File: config.mk
export PLATFORM = sky130hd
export DESIGN_NAME = dff_pipeline_flat
export DESIGN_NICKNAME = d
export VERILOG_FILES = /design/src/rtl/dff_pipeline_if.sv /design/src/rtl/dff_pipeline.sv /design/src/flat_wrapper.sv
export SDC_FILE = /design/constraint.sdc
export NUM_CORES = 1
export LEC_CHECK = 0
export ABC_CLOCK_PERIOD_IN_PS = 2800
export CAP_MARGIN = 20
export CELL_PAD_IN_SITES_DETAIL_PLACEMENT = 2
export CELL_PAD_IN_SITES_GLOBAL_PLACEMENT = 2
export CORE_UTILIZATION = 34
export CTS_CLUSTER_DIAMETER = 80
export DETAILED_ROUTE_END_ITERATION = 8
export PLACE_DENSITY_LB_ADDON = 0.1
export SYNTH_ARGS = -nofsm -noshare
export SYNTH_HDL_FRONTEND = slang
export SYNTH_SLANG_ARGS = --single-unit
File: constraint.sdc
create_clock -name clk -period 2.8 [get_ports clk]
set_input_delay 0.84 -clock clk [delete_from_list [all_inputs] [get_ports clk]]
set_output_delay 0.84 -clock clk [all_outputs]
set_load 0.01 [all_outputs]
File: src/rtl/dff_pipeline_if.sv
// Valid/ready bundle for dff_pipeline: producer side, consumer side
// and the occupancy count.
interface dff_pipeline_if #(
   parameter int WIDTH = 8,
   parameter int DEPTH = 4
);
   localparam int OW = $clog2(DEPTH + 1);

   logic             in_valid;
   logic             in_ready;
   logic [WIDTH-1:0] in_data;
   logic             out_valid;
   logic             out_ready;
   logic [WIDTH-1:0] out_data;
   logic [OW-1:0]    occupancy;

   modport master (
      output in_valid,
      output in_data,
      output out_ready,
      input  in_ready,
      input  out_valid,
      input  out_data,
      input  occupancy
   );

   modport slave (
      input  in_valid,
      input  in_data,
      input  out_ready,
      output in_ready,
      output out_valid,
      output out_data,
      output occupancy
   );
endinterface

File: src/rtl/dff_pipeline.sv
// DEPTH-stage register pipeline with valid/ready flow control,
// bubble collapsing, synchronous clear and registered occupancy.
module dff_pipeline #(
   parameter int               WIDTH   = 8,
   parameter int               DEPTH   = 4,
   parameter logic [WIDTH-1:0] RST_VAL = '0
) (
   input logic           clk,
   input logic           rst_n,
   input logic           clr,
   dff_pipeline_if.slave bus
);
   localparam int OW = $clog2(DEPTH + 1);

   logic [WIDTH-1:0] d     [DEPTH];
   logic [WIDTH-1:0] d_nxt [DEPTH];
   logic [DEPTH-1:0] v;
   logic [DEPTH-1:0] v_nxt;
   logic [DEPTH:0]   rdy;
   logic [OW-1:0]    occ;
   logic [OW-1:0]    occ_nxt;

   // Walk from the output back so each stage sees the one after it.
   always_comb begin
      logic r;
      r = bus.out_ready;
      rdy[DEPTH] = r;
      for (int i = DEPTH - 1; i >= 0; i--) begin
         r = !v[i] | r;
         rdy[i] = r;
      end
   end

   always_comb begin
      v_nxt = v;
      d_nxt = d;
      if (rdy[0]) begin
         v_nxt[0] = bus.in_valid;
         if (bus.in_valid) d_nxt[0] = bus.in_data;
      end
      for (int i = 1; i < DEPTH; i++) begin
         if (rdy[i]) begin
            v_nxt[i] = v[i-1];
            if (v[i-1]) d_nxt[i] = d[i-1];
         end
      end
   end

   always_comb begin
      occ_nxt = '0;
      for (int i = 0; i < DEPTH; i++)
         occ_nxt = occ_nxt + OW'(v_nxt[i]);
   end

   always_ff @(posedge clk or negedge rst_n) begin
      if (!rst_n) begin
         v   <= '0;
         occ <= '0;
         for (int i = 0; i < DEPTH; i++) d[i] <= RST_VAL;
      end else if (clr) begin
         v   <= '0;
         occ <= '0;
         for (int i = 0; i < DEPTH; i++) d[i] <= RST_VAL;
      end else begin
         v   <= v_nxt;
         occ <= occ_nxt;
         for (int i = 0; i < DEPTH; i++) d[i] <= d_nxt[i];
      end
   end

   assign bus.in_ready  = rdy[0] & !clr;
   assign bus.out_valid = v[DEPTH-1];
   assign bus.out_data  = d[DEPTH-1];
   assign bus.occupancy = occ;
endmodule

File: src/flat_wrapper.sv
// flat-port wrapper written by rule: the top's interface ports become plain ports
module dff_pipeline_flat 
#(
   parameter int               WIDTH   = 8,
   parameter int               DEPTH   = 4,
   parameter logic [WIDTH-1:0] RST_VAL = '0
)
  (clk, rst_n, clr, bus_in_valid, bus_in_data, bus_out_ready, bus_in_ready, bus_out_valid, bus_out_data, bus_occupancy);
  dff_pipeline_if #(.WIDTH(WIDTH), .DEPTH(DEPTH)) bus_i ();
  input logic clk;
  input logic rst_n;
  input logic clr;
  input wire logic [$bits(bus_i.in_valid)-1:0] bus_in_valid;
  input wire logic [$bits(bus_i.in_data)-1:0] bus_in_data;
  input wire logic [$bits(bus_i.out_ready)-1:0] bus_out_ready;
  output wire logic [$bits(bus_i.in_ready)-1:0] bus_in_ready;
  output wire logic [$bits(bus_i.out_valid)-1:0] bus_out_valid;
  output wire logic [$bits(bus_i.out_data)-1:0] bus_out_data;
  output wire logic [$bits(bus_i.occupancy)-1:0] bus_occupancy;
  assign bus_i.in_valid = bus_in_valid;
  assign bus_i.in_data = bus_in_data;
  assign bus_i.out_ready = bus_out_ready;
  assign bus_in_ready = bus_i.in_ready;
  assign bus_out_valid = bus_i.out_valid;
  assign bus_out_data = bus_i.out_data;
  assign bus_occupancy = bus_i.occupancy;
  dff_pipeline #(.WIDTH(WIDTH), .DEPTH(DEPTH), .RST_VAL(RST_VAL)) u_core (.clk(clk), .rst_n(rst_n), .clr(clr), .bus(bus_i));
endmodule
=== After elaboration in Yosys (flattened, before gate mapping) ===
Index checks and enable logic that the tools add are counted.

* Add/subtract/negate cells: 3
* Muxes and demuxes: 15
* Bitwise gates (word level): 5
* Reduce and logical (&&, ||, !) cells: 17

{| class="wikitable"
|+ Operators with widths
! cell !! number
|-
| $mux W8 || 8
|-
| $mux W32 || 1
|-
| $reduce_bool A2 Y1 || 8
|-
| $reduce_and A2 Y1 || 4
|-
| $add A3 B1 Y3 || 2
|-
| $logic_not A1 Y1 || 5
|-
| $mux W1 || 4
|-
| $mux W4 || 1
|-
| $or A1 B1 Y1 || 4
|-
| $mux W3 || 1
|-
| $add A1 B1 Y2 || 1
|-
| $and A1 B1 Y1 || 1
|}

* Flip-flop bits (word level): 39
* Input bits: 13

=== Longest topological paths before layout ===
* Depth after elaboration: 10
* Gate-level depth with buffers: 9

=== Least setup slack after synthesis ===
Ideal clock, no wire load.

* Path type: input -> register
* From: input port bus_out_ready
* To: register u_core.occ[1] (netlist: u_core.bus.occupancy[1])
* Data arrival time: 2414 ps
* Required time: 2678 ps
* Path slack: 265 ps
* Stages on the path: 9
* Cell sequence: and4b_1 buf_6 or2_1 ha_1 inv_1 fa_1 inv_1 ha_1 nor2b_1

* Cells in the longest elaborated chain, start to end: 9
* Elaborated cells between the ends (all ways): 12
* Those cells by class: add/sub: 3; mux: 5; bitwise: 4

{| class="wikitable"
|+ RTL lines
! element !! RTL line !! source
|-
| start: declaration || flat_wrapper.sv:15 || <nowiki>input wire logic [$bits(bus_i.out_ready)-1:0] bus_out_ready;</nowiki>
|-
| $or A1 B1 Y1 (*) || dff_pipeline.sv:29 || <nowiki>r = !v[i] | r;</nowiki>
|-
| $or A1 B1 Y1 (3 in a row) || dff_pipeline.sv:29 ||
|-
| $mux W1 || dff_pipeline.sv:37 || <nowiki>if (rdy[0]) begin</nowiki>
|-
| $add A1 B1 Y2 || dff_pipeline.sv:52 || <nowiki>occ_nxt = occ_nxt + OW'(v_nxt[i]);</nowiki>
|-
| $add A3 B1 Y3 || dff_pipeline.sv:52 ||
|-
| $add A3 B1 Y3 (*) || dff_pipeline.sv:52 ||
|-
| $mux W3 (*) || dff_pipeline.sv:60 || <nowiki>end else if (clr) begin</nowiki>
|-
| end signal: assignment || dff_pipeline.sv:66 || <nowiki>occ <= occ_nxt;</nowiki>
|-
| end: declaration || dff_pipeline.sv:20 || <nowiki>logic [OW-1:0] occ;</nowiki>
|}

Mark *: on every way between the ends. The rest lies on a longest branch, timed or not.
A chain may end at the register's enable or synchronous reset.

=== Final worst setup path ===
* From: input port bus_out_ready
* To: output port bus_in_ready

* Cells in the longest elaborated chain, start to end: 5

{| class="wikitable"
|+ RTL lines
! element !! RTL line !! source
|-
| $or A1 B1 Y1 (4 in a row) || dff_pipeline.sv:29 ||
|-
| $and A1 B1 Y1 || dff_pipeline.sv:71 || <nowiki>assign bus.in_ready = rdy[0] & !clr;</nowiki>
|-
| end: declaration || flat_wrapper.sv:16 || <nowiki>output wire logic [$bits(bus_i.in_ready)-1:0] bus_in_ready;</nowiki>
|}

No other way between the ends.

==> flow_metrics.env <==
export IMPL_yosysTopAreaCell="dfrtp_1"
export IMPL_pre_cts_ws_ns=-0.3559
export IMPL_fp_dieH_um=77.77
export IMPL_drv_cap=0
export IMPL_synthDistinctLibCells=31
export IMPL_instances_no_fill=283
export IMPL_core_um2=5507
export IMPL_dpl_hpwl_um=3367
export IMPL_start_kind="primary input"
export IMPL_fin_hold_ws_ns=0.5457
export IMPL_synth_area_um2=1952
export IMPL_die_w_um=77.77
export IMPL_cts_sinks=39
export IMPL_cp_top_family="simple AND/OR/NAND/NOR gates"
export IMPL_io_pins=26
export IMPL_placementRows=27
export IMPL_yosys_area_top_type_share_pct=50.00
export IMPL_numPortBuffers=25
export IMPL_yosysSeqAreaShare_pct=50.00
export IMPL_setup_violations=0
export IMPL_antenna_found_initial=0
export IMPL_finalCritPeriodShare_pct=86.26
export IMPL_area_growth_synth_to_final_pct=19.49
export IMPL_die_area_um2=6048
export IMPL_fin_tns_setup_ns=0
export IMPL_cp_max_fo=5
export IMPL_gp_congestion=0.7292
export IMPL_grtUsageMet3_pct=3.765
export IMPL_grt_max_degree=40
export IMPL_drt_wirelength_per_cell_um=16.77
export IMPL_vias=1484
export IMPL_grt_met2_usage_pct=31.42
export IMPL_hold_violations=0
export IMPL_cp_cell_sequence="dlymetal6s2s_1, and4b_2, a21oi_1, buf_2"
export IMPL_yosys_warnings=0
export IMPL_maxSlewViolCount=0
export IMPL_fin_ws_ns=0.3847
export IMPL_critPathRequiredTime_ns=1.96
export IMPL_h_tree_depth=2
export IMPL_min_period_ns=2.415
export IMPL_fill_cells=584
export IMPL_first_pass_iters=4
export IMPL_gr_total_overflow=0
export IMPL_syn_avg_cell_area_um2=10.06
export IMPL_wirelength_um=4746
export IMPL_cts_tree="done"
export IMPL_cp_buffers_inverters=2
export IMPL_slew_headroom_pct=40.06
export IMPL_postCtsHoldBufs=0
export IMPL_ant_nets=0
export IMPL_tightest_slew_ns=0.8992
export IMPL_drcViolationCount=0
export IMPL_clk_latency_ns=0.30
export IMPL_internal_power_mw=0.9928
export IMPL_final_common_cell="dfrtp_1"
export IMPL_switching_share_pct=22.38
export IMPL_grt_pass1_vias=1687
export IMPL_cellPowerDensity_nw_per_um2=548.4
export IMPL_synth_nets=210
export IMPL_start_util_pct=35.45
export IMPL_p_leak_nw=0.9807
export IMPL_via_per_inst=5.244
export IMPL_switchingPower_mw=0.2863
export IMPL_nets=226
export IMPL_cts_buffers=5
export IMPL_p_comb_share_pct=9.5
export IMPL_total_power_mw=1.279
export IMPL_clockBufferDepth=2
export IMPL_critPathMaxStageDelay_ns=0.34
export IMPL_antennaDiodeCount=0
export IMPL_seqPwrFrac_pct=46.7
export IMPL_layout_drive_gt1_share_pct=10.43
export IMPL_layout_common_cells="dfrtp_1, nand2_1, clkdlybuf4s50_1, nand3_1, mux2i_1"
export IMPL_ys_ff_latch=39
export IMPL_clkPwrFrac_pct=43.8
export IMPL_synth_cells=194
export IMPL_fin_skew_ns=0.007252
export IMPL_grt_util_all_layers_pct=17.81
export IMPL_criticalPathCategory="primary input to output pin"
export IMPL_critical_path_slowest_cell="and4b_2"
export IMPL_status="complete, no violations"
export IMPL_fmaxAchievable_mhz=414.0
export IMPL_dp_cells=275
export IMPL_use_met1_pct=21.35
export IMPL_root_buffer="clkbuf_8"
export IMPL_grt_busiest_layer="met2"
export IMPL_endpoint_kind="output pin"
export IMPL_min_path_type="register to register"
export IMPL_ys_top_cells_by_area="dfrtp_1, mux2i_1, nand2_1"
export IMPL_vdd_drop_max_v=0.0001749
export IMPL_grt_pass1_wl_um=8342
export IMPL_arrival_ns=1.58
export IMPL_post_cts_repair_setup_buffers=0
export IMPL_path_clk_slew_ns=0.08
export IMPL_rsz0062_at_grt="no"
export IMPL_drt_initial_drc_count=109
-- cell families after synthesis --
logic type / share of synthesized area [%]
compound gates: 11.67
flops: 50.00
simple gates: 18.59
fa+ha+maj: 2.308
buf+inv: 8.653
mux: 8.782
-- cell type report --
class	count	area [µm²]	share of cell area, %
Clock buffer	6	72.57	3.112
Clock inverter	2	60.06	2.575
Inverter	4	15.01	0.6438
Multi-Input combinational cell	126	808.3	34.66
Sequential cell	39	975.9	41.85
Tap cell	72	90.09	3.863
Timing Repair Buffer	34	310.3	13.30
-- timing repair --
action,4_1_cts,5_1_grt
gates cloned,0,0
setup endpoints to repair,1,2
endpoints found under the hold margin,0,0
resized for setup,5,1
-- worst reg2reg max path, stage by stage, from the launching register on --
cell and delay [ns]:
dfrtp_1 0.62, or2_1 0.35, ha_1 0.28, inv_1 0.05, fa_1 0.37, inv_1 0.06
ha_1 0.21, nor2b_1 0.13
-- state kept, by name (all words and copies together), names as in the netlist --
name and flops:
u_core.d 24, u_core.bus.out_data 8, u_core.v 4, u_core.bus.occupancy 3
-- per-stage QoR --
stage	util [%]	instance area, µm²
2_1_floorplan	-	1952
6_report	42.35	2332
5_1_grt	42.35	2332
3_3_place_gp	39.97	2201
3_5_place_dp	39.97	2201
4_1_cts	42.31	2330
-- layer usage --
metal | part of all wire (%) | up-vias
met4 | 1.1 | 0
li1 | - | 697
met5 | 0 | -
met2 | 52 | 19
met3 | 2.9 | 5
met1 | 44 | 763
-- synthesized netlist by cell type, drive strengths merged --
master,n
a21boi,1
nand4,7
inv,4
dfrtp,39
a31oi,2
buf,21
a21oi,10
nand2,24
nand2b,6
nand3,16
and4b,1
nor2,5
o211ai,8
nor3b,2
fa,1
ha,2
and2,2
mux2,1
nand3b,2
o32a,5
or2,1
o21ai,8
a21o,1
nor2b,5
clkbuf,4
mux2i,16
-- final timing paths --
| kind | startpoint | slack, ns | cells after the start | end |
|---|---|---|---|---|
| worst max-delay path | bus_out_ready | 0.38 | 4 | bus_in_ready |
| worst min-delay path | u_core.bus.out_data[6] | 0.55 | 2 | u_core.bus.out_data[6] |
| worst max register to register | u_core.v[0] | 0.60 | 7 | u_core.bus.occupancy[1] |
| worst min register to register | u_core.bus.out_data[6] | 0.55 | 2 | u_core.bus.out_data[6] |
| max in group asynchronous | rst_n | 1.57 | 1 | u_core.d[17] |
| min in group asynchronous | rst_n | 0.66 | 1 | u_core.bus.out_data[5] |
-- power by group through the flow --
stage	clock, mW	sequential [mW]	combinational [mW]
2_1_floorplan	0	0.602	0.0711
3_3_place_gp	0	0.606	0.118
3_5_place_dp	0	0.608	0.126
4_1_cts	0.575	0.597	0.125
5_1_grt	0.598	0.600	0.135
6_report	0.561	0.597	0.121
(Power assumes the default switching activity.)
